<file path="src/rtl/path_metric_bank.sv">
// Path-metric register bank for the Viterbi ACS loop: registers NUM_STATES metrics,
// applies threshold normalisation and reports the registered minimum and its index.
module path_metric_bank #(
  parameter int NUM_STATES  = 4,
  parameter int MW          = 5,
  parameter int NORM_THRESH = 16,
  parameter int INIT_BIAS   = 15,
  parameter int CW          = 8,
  parameter int IW          = 2
) (
  input  logic                     clk,
  input  logic                     reset,
  input  logic                     start,
  input  logic                     in_valid,
  input  logic [NUM_STATES*MW-1:0] m_in,
  output logic [NUM_STATES*MW-1:0] m_out,
  output logic                     out_valid,
  output logic [IW-1:0]            min_idx,
  output logic [MW-1:0]            min_metric,
  output logic                     norm_pulse,
  output logic [CW-1:0]            norm_count
);

  localparam logic [MW-1:0] THRESH_W = MW'(NORM_THRESH);
  localparam logic [MW-1:0] BIAS_W   = MW'(INIT_BIAS);

  function automatic logic [NUM_STATES*MW-1:0] init_vec();
    logic [NUM_STATES*MW-1:0] v;
    v = '0;
    for (int unsigned i = 1; i < NUM_STATES; i++) v[i*MW +: MW] = BIAS_W;
    return v;
  endfunction

  localparam logic [NUM_STATES*MW-1:0] INIT_VEC = init_vec();

  logic [NUM_STATES*MW-1:0] metrics_q, metrics_d;
  logic                     valid_q;
  logic [IW-1:0]            min_idx_q, min_idx_d;
  logic [MW-1:0]            min_val_q, min_val_d;
  logic                     pulse_q;
  logic                     norm_d;
  logic [CW-1:0]            count_q;

  logic [MW-1:0] tv [NUM_STATES];
  logic [IW-1:0] ti [NUM_STATES];

  // Threshold is 2^(MW-1), so "min >= threshold" is the same as "every input >= threshold".
  always_comb begin
    int unsigned s;
    int unsigned j;
    norm_d    = 1'b1;
    metrics_d = m_in;
    s         = 0;
    j         = 0;
    for (int unsigned i = 0; i < NUM_STATES; i++)
      if (m_in[i*MW +: MW] < THRESH_W) norm_d = 1'b0;
    for (int unsigned i = 0; i < NUM_STATES; i++) begin
      metrics_d[i*MW +: MW] = norm_d ? (m_in[i*MW +: MW] - THRESH_W) : m_in[i*MW +: MW];
      tv[i] = metrics_d[i*MW +: MW];
      ti[i] = IW'(i);
    end
    // Balanced tree, reduced in place; strict < keeps the lower index on ties.
    for (int unsigned lvl = 0; lvl < IW; lvl++) begin
      s = 1 << lvl;
      for (int unsigned i = 0; i < NUM_STATES; i++) begin
        if (i % (2 * s) == 0) begin
          j = (i + s) % NUM_STATES;
          if (tv[j] < tv[i]) begin
            tv[i] = tv[j];
            ti[i] = ti[j];
          end
        end
      end
    end
    min_val_d = tv[0];
    min_idx_d = ti[0];
  end

  always_ff @(posedge clk or posedge reset) begin
    if (reset) begin
      metrics_q <= INIT_VEC;
      valid_q   <= 1'b0;
      min_idx_q <= '0;
      min_val_q <= '0;
      pulse_q   <= 1'b0;
      count_q   <= '0;
    end else if (start) begin
      metrics_q <= INIT_VEC;
      valid_q   <= 1'b0;
      min_idx_q <= '0;
      min_val_q <= '0;
      pulse_q   <= 1'b0;
      count_q   <= '0;
    end else if (in_valid) begin
      metrics_q <= metrics_d;
      valid_q   <= 1'b1;
      min_idx_q <= min_idx_d;
      min_val_q <= min_val_d;
      pulse_q   <= norm_d;
      if (norm_d && (count_q != '1)) count_q <= count_q + 1'b1;
    end else begin
      valid_q <= 1'b0;
      pulse_q <= 1'b0;
    end
  end

  assign m_out      = metrics_q;
  assign out_valid  = valid_q;
  assign min_idx    = min_idx_q;
  assign min_metric = min_val_q;
  assign norm_pulse = pulse_q;
  assign norm_count = count_q;

endmodule

</file>
<file path="config.mk">
export PLATFORM = sky130hd
export DESIGN_NAME = path_metric_bank
export DESIGN_NICKNAME = d
export VERILOG_FILES = /design/src/rtl/path_metric_bank.sv
export SDC_FILE = /design/constraint.sdc
export NUM_CORES = 1
export LEC_CHECK = 0
export BUFFER_PORTS_ARGS = -buffer_cell sky130_fd_sc_hd__buf_2
export CORE_ASPECT_RATIO = 1.1
export CORE_UTILIZATION = 47
export CTS_BUF_LIST = sky130_fd_sc_hd__clkbuf_8
export DETAILED_ROUTE_END_ITERATION = 7
export HOLD_SLACK_MARGIN = 0.1
export PLACE_DENSITY = 0.88
export SETUP_SLACK_MARGIN = 0.5
export SKIP_LAST_GASP = 1
export SYNTH_ARGS = -nofsm -noshare
export SYNTH_HDL_FRONTEND = slang
export SYNTH_SLANG_ARGS = --single-unit
</file>
<file path="constraint.sdc">
create_clock -name clk -period 1.7 [get_ports clk]
set_input_delay 0.085 -clock clk [delete_from_list [all_inputs] [get_ports clk]]
set_output_delay 0.085 -clock clk [all_outputs]
set_load 0.05 [all_outputs]
</file>
# --- Word-level counts from Yosys, hierarchy flattened ---
# Cells that the tools add are included.
# Widths: inputs -> output; s select.
word_totals:
  ff_bits: 37
  wordCells: 50
  inputBits: 24
op_classes:
  eq_ne: 1
  magnitude_cmp: 7
  n_addsub: 5
  muxes: 27
  n_reduce_logical: 4
op_table:
  columns: ["op", "count"]
  rows:
  - ["$mux 5", 9]
  - ["$mux 20", 2]
  - ["$mux 8", 3]
  - ["$lt 5x5->1 const B", 4]
  - ["$sub 5x5->5 const B", 4]
  - ["$lt 5x5->1", 3]
  - ["$mux 1", 10]
  - ["$add 8x1->8 const B", 1]
  - ["$ne 8x8->1 const B", 1]
  - ["$mux 2", 3]
  - ["$reduce_bool 2->1", 2]
  - ["$reduce_and 2->1", 1]
  - ["$logic_and 1x1->1", 1]

# --- Longest topological paths before layout ---
depth:
  ltp_word: 12
  mapped_depth: 15
  depth_no_buf: 14

# --- Least setup slack after synthesis ---
# OpenSTA, ideal clock, no wires.
synth_timing:
  path_type: "input -> register"
  startpoint: "input m_in[1]"
  endpoint: "register min_idx_q[0] (netlist: min_idx[0])"
  path_slack_ps: -1292
  arrival_time_ps: 2910
  required_ps: 1618
  cell_stages: 12
  setup_time_ps: 82
  path_cell_list: "inv_1 -> ha_1 -> a2111o_1 -> a21oi_4 -> mux2_2 -> inv_1 -> ha_1 -> a21oi_1 -> o21ai_0 -> a311o_1 -> or4_1 -> a31oi_1"
synth_between:
  elab_chain_len: 12
  word_cells_on_any_way: 20
  cone_classes: "add/sub: 1; order compare: 4; mux: 15"
synth_lines:
  columns: ["element", "line", "rtl"]
  rows:
  - ["start: declaration", "15", "input logic [NUM_STATES*MW-1:0] m_in,"]
  - ["$lt 5x5->1", "56", "if (m_in[i*MW +: MW] < THRESH_W) norm_d = 1'b0;"]
  - ["$mux 1 (4 in series)", "56", null]
  - ["$mux 5", "58", "metrics_d[i*MW +: MW] = norm_d ? (m_in[i*MW +: MW] - THRESH_W) : m_in[i*MW +: MW];"]
  - ["$lt 5x5->1", "68", "if (tv[j] < tv[i]) begin"]
  - ["$mux 5", "68", null]
  - ["$lt 5x5->1", "68", null]
  - ["$mux 2 (*)", "68", null]
  - ["$mux 2 (*)", "94", "end else if (in_valid) begin"]
  - ["$mux 2 (*)", "87", "end else if (start) begin"]
  - ["end signal: assignment", "97", "min_idx_q <= min_idx_d;"]
  - ["end: declaration", "38", "logic [IW-1:0] min_idx_q, min_idx_d;"]
# Every way passes the cells marked *; elsewhere a longest branch is shown, timed or not. The select of a mux whose other input is x is not followed.
# A chain may end at the register's enable or synchronous reset.

# --- Final worst setup path ---
layout_timing:
  startpoint: "input m_in[8]"
  endpoint: "register min_val_q[4] (netlist: min_metric[4])"
layout_between:
  elab_chain_len: 11
  word_cells_on_any_way: 17
  cone_classes: "add/sub: 1; order compare: 4; mux: 12"
layout_lines:
  columns: ["element", "line", "rtl"]
  rows:
  - ["$lt 5x5->1", "56", null]
  - ["$mux 1 (3 in series)", "56", null]
  - ["$mux 5", "58", null]
  - ["$lt 5x5->1", "68", null]
  - ["$mux 5", "68", null]
  - ["$lt 5x5->1", "68", null]
  - ["$mux 5 (*)", "68", null]
  - ["$mux 5 (*)", "94", null]
  - ["$mux 5 (*)", "87", null]
  - ["end signal: assignment", "98", "min_val_q <= min_val_d;"]
  - ["end: declaration", "39", "logic [MW-1:0] min_val_q, min_val_d;"]
# Marked as above.

==> flow_summary_export.csv <==
group,metric,value,unit
hold_path,hp-start,"m_in[17]",
status,violations,"negative setup slack",
critical_path,path_max_fanout,6,
clocking,clockBufferDepth,2,
global_routing,use_met2,58.5,%
job,cap_violations,0,
pwr,leakage,1.59,nW
hold_path,hold_path_class,"in2reg",
global_routing,antenna_found_initial,0,
critical_path,crit_path_max_incr_delay,340,ps
synth,synth_flop_cell,"dfrtp_1",
critical_path,rr_worst_depth,8,
global_routing,met3_usage,7.81,%
hold_path,min_path_cells,3,
synth,yosysSeqAreaShare,43.7,%
drt,postRouteAntennaNets,0,
pwr,p_per_area,811,mW/mm^2
critical_path,cp-end-kind,"flip-flop",
placement,gp_congestion,0.876,
die,fp.coreArea,0.00435,mm^2
clocking,cts_made_buffers,5,
timing,max_freq,343,MHz
drt,drc,0,
global_routing,grt_max_degree,38,
drt,wirelength,8950,um
critical_path,regToRegSetupSlack,-140,ps
synth,synth_top_area_share,29.1,%
clocking,h-tree-depth,2,
pwr,power,0.00271,W
critical_path,timing.rr.end,"norm_count[5]",
clocking,worstSkewPairLatency,300,ps
clocking,cts.sinks,37,
timing,worst_pin_slew,497,ps
drt,drtIter0Drc,221,
die,ioPinCount,61,
synth,async_reset_ff_share,100,%
synth,synth_fp_nets,253,
synth,synth-edff-count,0,
drt,route.vias.total,2468,
timing,min_period_over_period,171,%
hold_path,worst_hold_path.endpoint,"m_out[17]",
timing,setup_violations,10,
synth,netlist_area,0.00215,mm^2
placement,io_buffers,60,
synth,yosys.area.top_type,"dfrtp_1",
synth,synth.distinct_cells,44,
drt,drt-pass1-iter-count,5,
timing,finalWorstSetupSlack,-1220,ps
timing,finalHoldViolations,0,
synth,syn_inst,216,
timing,rsz0062_at_grt,"true",
cells_and_area,num_antenna_cells,0,
global_routing,globalRouteOverflowTotal,0,
die,dieArea,0.00485,mm^2
global_routing,grtUsageMet1,35.3,%
drt,wire_per_inst,23.1,um
die,start_util,49.5,%
global_routing,grt_busiest_layer,"met2",
timing,fin_worst_skew,2.76,ps
synth,ys_top_cells_by_area,"dfrtp_1 29%, dfstp_2 15%, ha_1 7.6%",
global_routing,first_global_vias,2317,
global_routing,grt_pass1_wl,11600,um
timing,max_slew_margin,66.2,%
clocking,tritoncts,"built",
die,die_h,73.0,um
synth,yosysWarnings,0,
status,run_status,"finished, violations left",
cells_and_area,final_cell_mix,"56 x buf_2, 55 x buf_4, 22 x dfrtp_1, 18 x nor2_1",
die,fp.dieW,66.5,um
placement,hpwl,4170,um
critical_path,crit_required,1880,ps
critical_path,crit_path_cell_trace,"buf_2 -> ha_2 -> o21ai_1 -> a21oi_1 -> buf_4 -> a21oi_4 -> buf_4 -> mux2_2 -> inv_1 -> ha_2 -> a21oi_4 -> o21ai_2 -> a311o_1 -> buf_6 -> o2111a_1 -> a311o_1",
synth,syn_avg_cell_area,9.96,um^2
timing,report.final.slew_viol_count,0,
cells_and_area,nets,370,
timing,worst_hold_slack,140,ps
pwr,vdd_drop_max,529,uV
critical_path,cp_slowest_cell,"ha_2",
synth,ys_seq_elements,37,
clocking,root_buffer,"clkbuf_8",
cells_and_area,final_common_cell,"buf_2",
cells_and_area,syn_to_final_growth,55.7,%
cells_and_area,drive_gt1_share,55.7,%
critical_path,criticalPathCategory,"in2reg",
clocking,clk_pin_slew,70,ps
die,rows,25,
critical_path,r2r-start,"norm_count[1]",
timing,fin_crit,2920,ps
critical_path,startpoint_type,"primary input",
global_routing,grt_use_total,33.2,%
cells_and_area,fillers,235,
critical_path,crit_arrival,3100,ps
drt,drt-vias-per-instance,6.36,
==> report_power, final <==
part           internal [W]  switching (W)
clock              0.000319       0.000330
combinational      0.000420       0.000662
sequential         0.000951      0.0000332
total               0.00169        0.00102
==> kinds of logic after synthesis <==
logic type                 share of synthesized area, %
buffers and inverters                              4.19
DFF                                                43.7
adders and majority gates                          7.56
muxes                                              6.57
AOI/OAI and AO/OA                                  20.1
xor gates and xnor gates                           2.44
and+or+nand+nor                                    15.4
==> worst max-delay path: cells and delay by family <==
kind | cells | cell delay [ps]
buffers and inverters | 5 | 690
muxes | 1 | 250
adders and majority gates | 2 | 530
AOI/OAI and AO/OA | 8 | 1540
==> worst max-delay path by stage <==
stage	endpoint	cells past startpoint	from
after CTS	min_metric[4]	14	m_in[1]
after floorplan	min_idx[0]	11	m_in[6]
final	min_metric[4]	16	m_in[8]
after detailed placement	min_metric[4]	14	m_in[1]
after global placement	min_metric[4]	14	m_in[1]
after global routing	min_metric[4]	16	m_in[8]
==> per-stage QoR <==
step / worst slack [ps] / TNS (ps) / utilization (%) / cells / area (um^2)
floorplan: -1200 / -7600 / - / 216 / 2230
global placement: -1320 / -8730 / 65.4 / 359 / 2840
detailed placement: -1390 / -9190 / 65.4 / 359 / 2840
CTS: -919 / -5840 / 72.5 / 378 / 3150
global route: -1270 / -8680 / 77.0 / 388 / 3350
finish: -1220 / -8300 / 77.0 / 388 / 3350
==> sequential cells by signal, summed over array words and instances, names as in the netlist <==
| register | cells |
|---|---|
| m_out | 20 |
| norm_count | 8 |
| min_metric | 5 |
| min_idx | 2 |
| norm_pulse | 1 |
| out_valid | 1 |
==> routing by layer <==
layer | routed length, um | up-vias
met5 | 0 | -
met4 | 760 | 0
met3 | 705 | 76
met2 | 4400 | 200
met1 | 3080 | 1166
li1 | - | 1026
==> synth_stat cells (2+ instances only) <==
library cell and number:
dfrtp_1 25, nor2_1 19, inv_1 14, ha_1 13
a211o_1 12, a21oi_1 12, dfstp_2 12, nand2_1 11
clkbuf_1 9, o21ai_0 8, and2_1 7, nand2b_1 7
mux2_2 6, mux2i_1 6, nand3_1 5, nand4_1 5
o2111ai_1 4, xor2_1 4, and3_1 3, o221ai_1 3
a211oi_1 2, a21boi_0 2, a311o_1 2, a311oi_1 2
o22ai_1 2, or3_1 2, xnor2_1 2
==> layout make-up <==
cell class              count  area (um^2)  area share, %
clock buffers               6         82.6           2.47
inverters                  14         60.1           1.79
flip-flops and latches     37          945           28.2
clock inverters             2         7.51          0.224
well taps                  54         67.6           2.02
multi-input cells         156         1400           41.8
repair buffers            119          786           23.5
==> what timing repair did <==
action,in CTS,in global routing
setup buffers,9,10
hold buffers,1,0
cloned,1,0
endpoints found under the setup margin,15,16
resized for setup,31,23
pin swaps,15,14
hold endpoints to repair,25,0
Power figures use the tool's default switching activity.
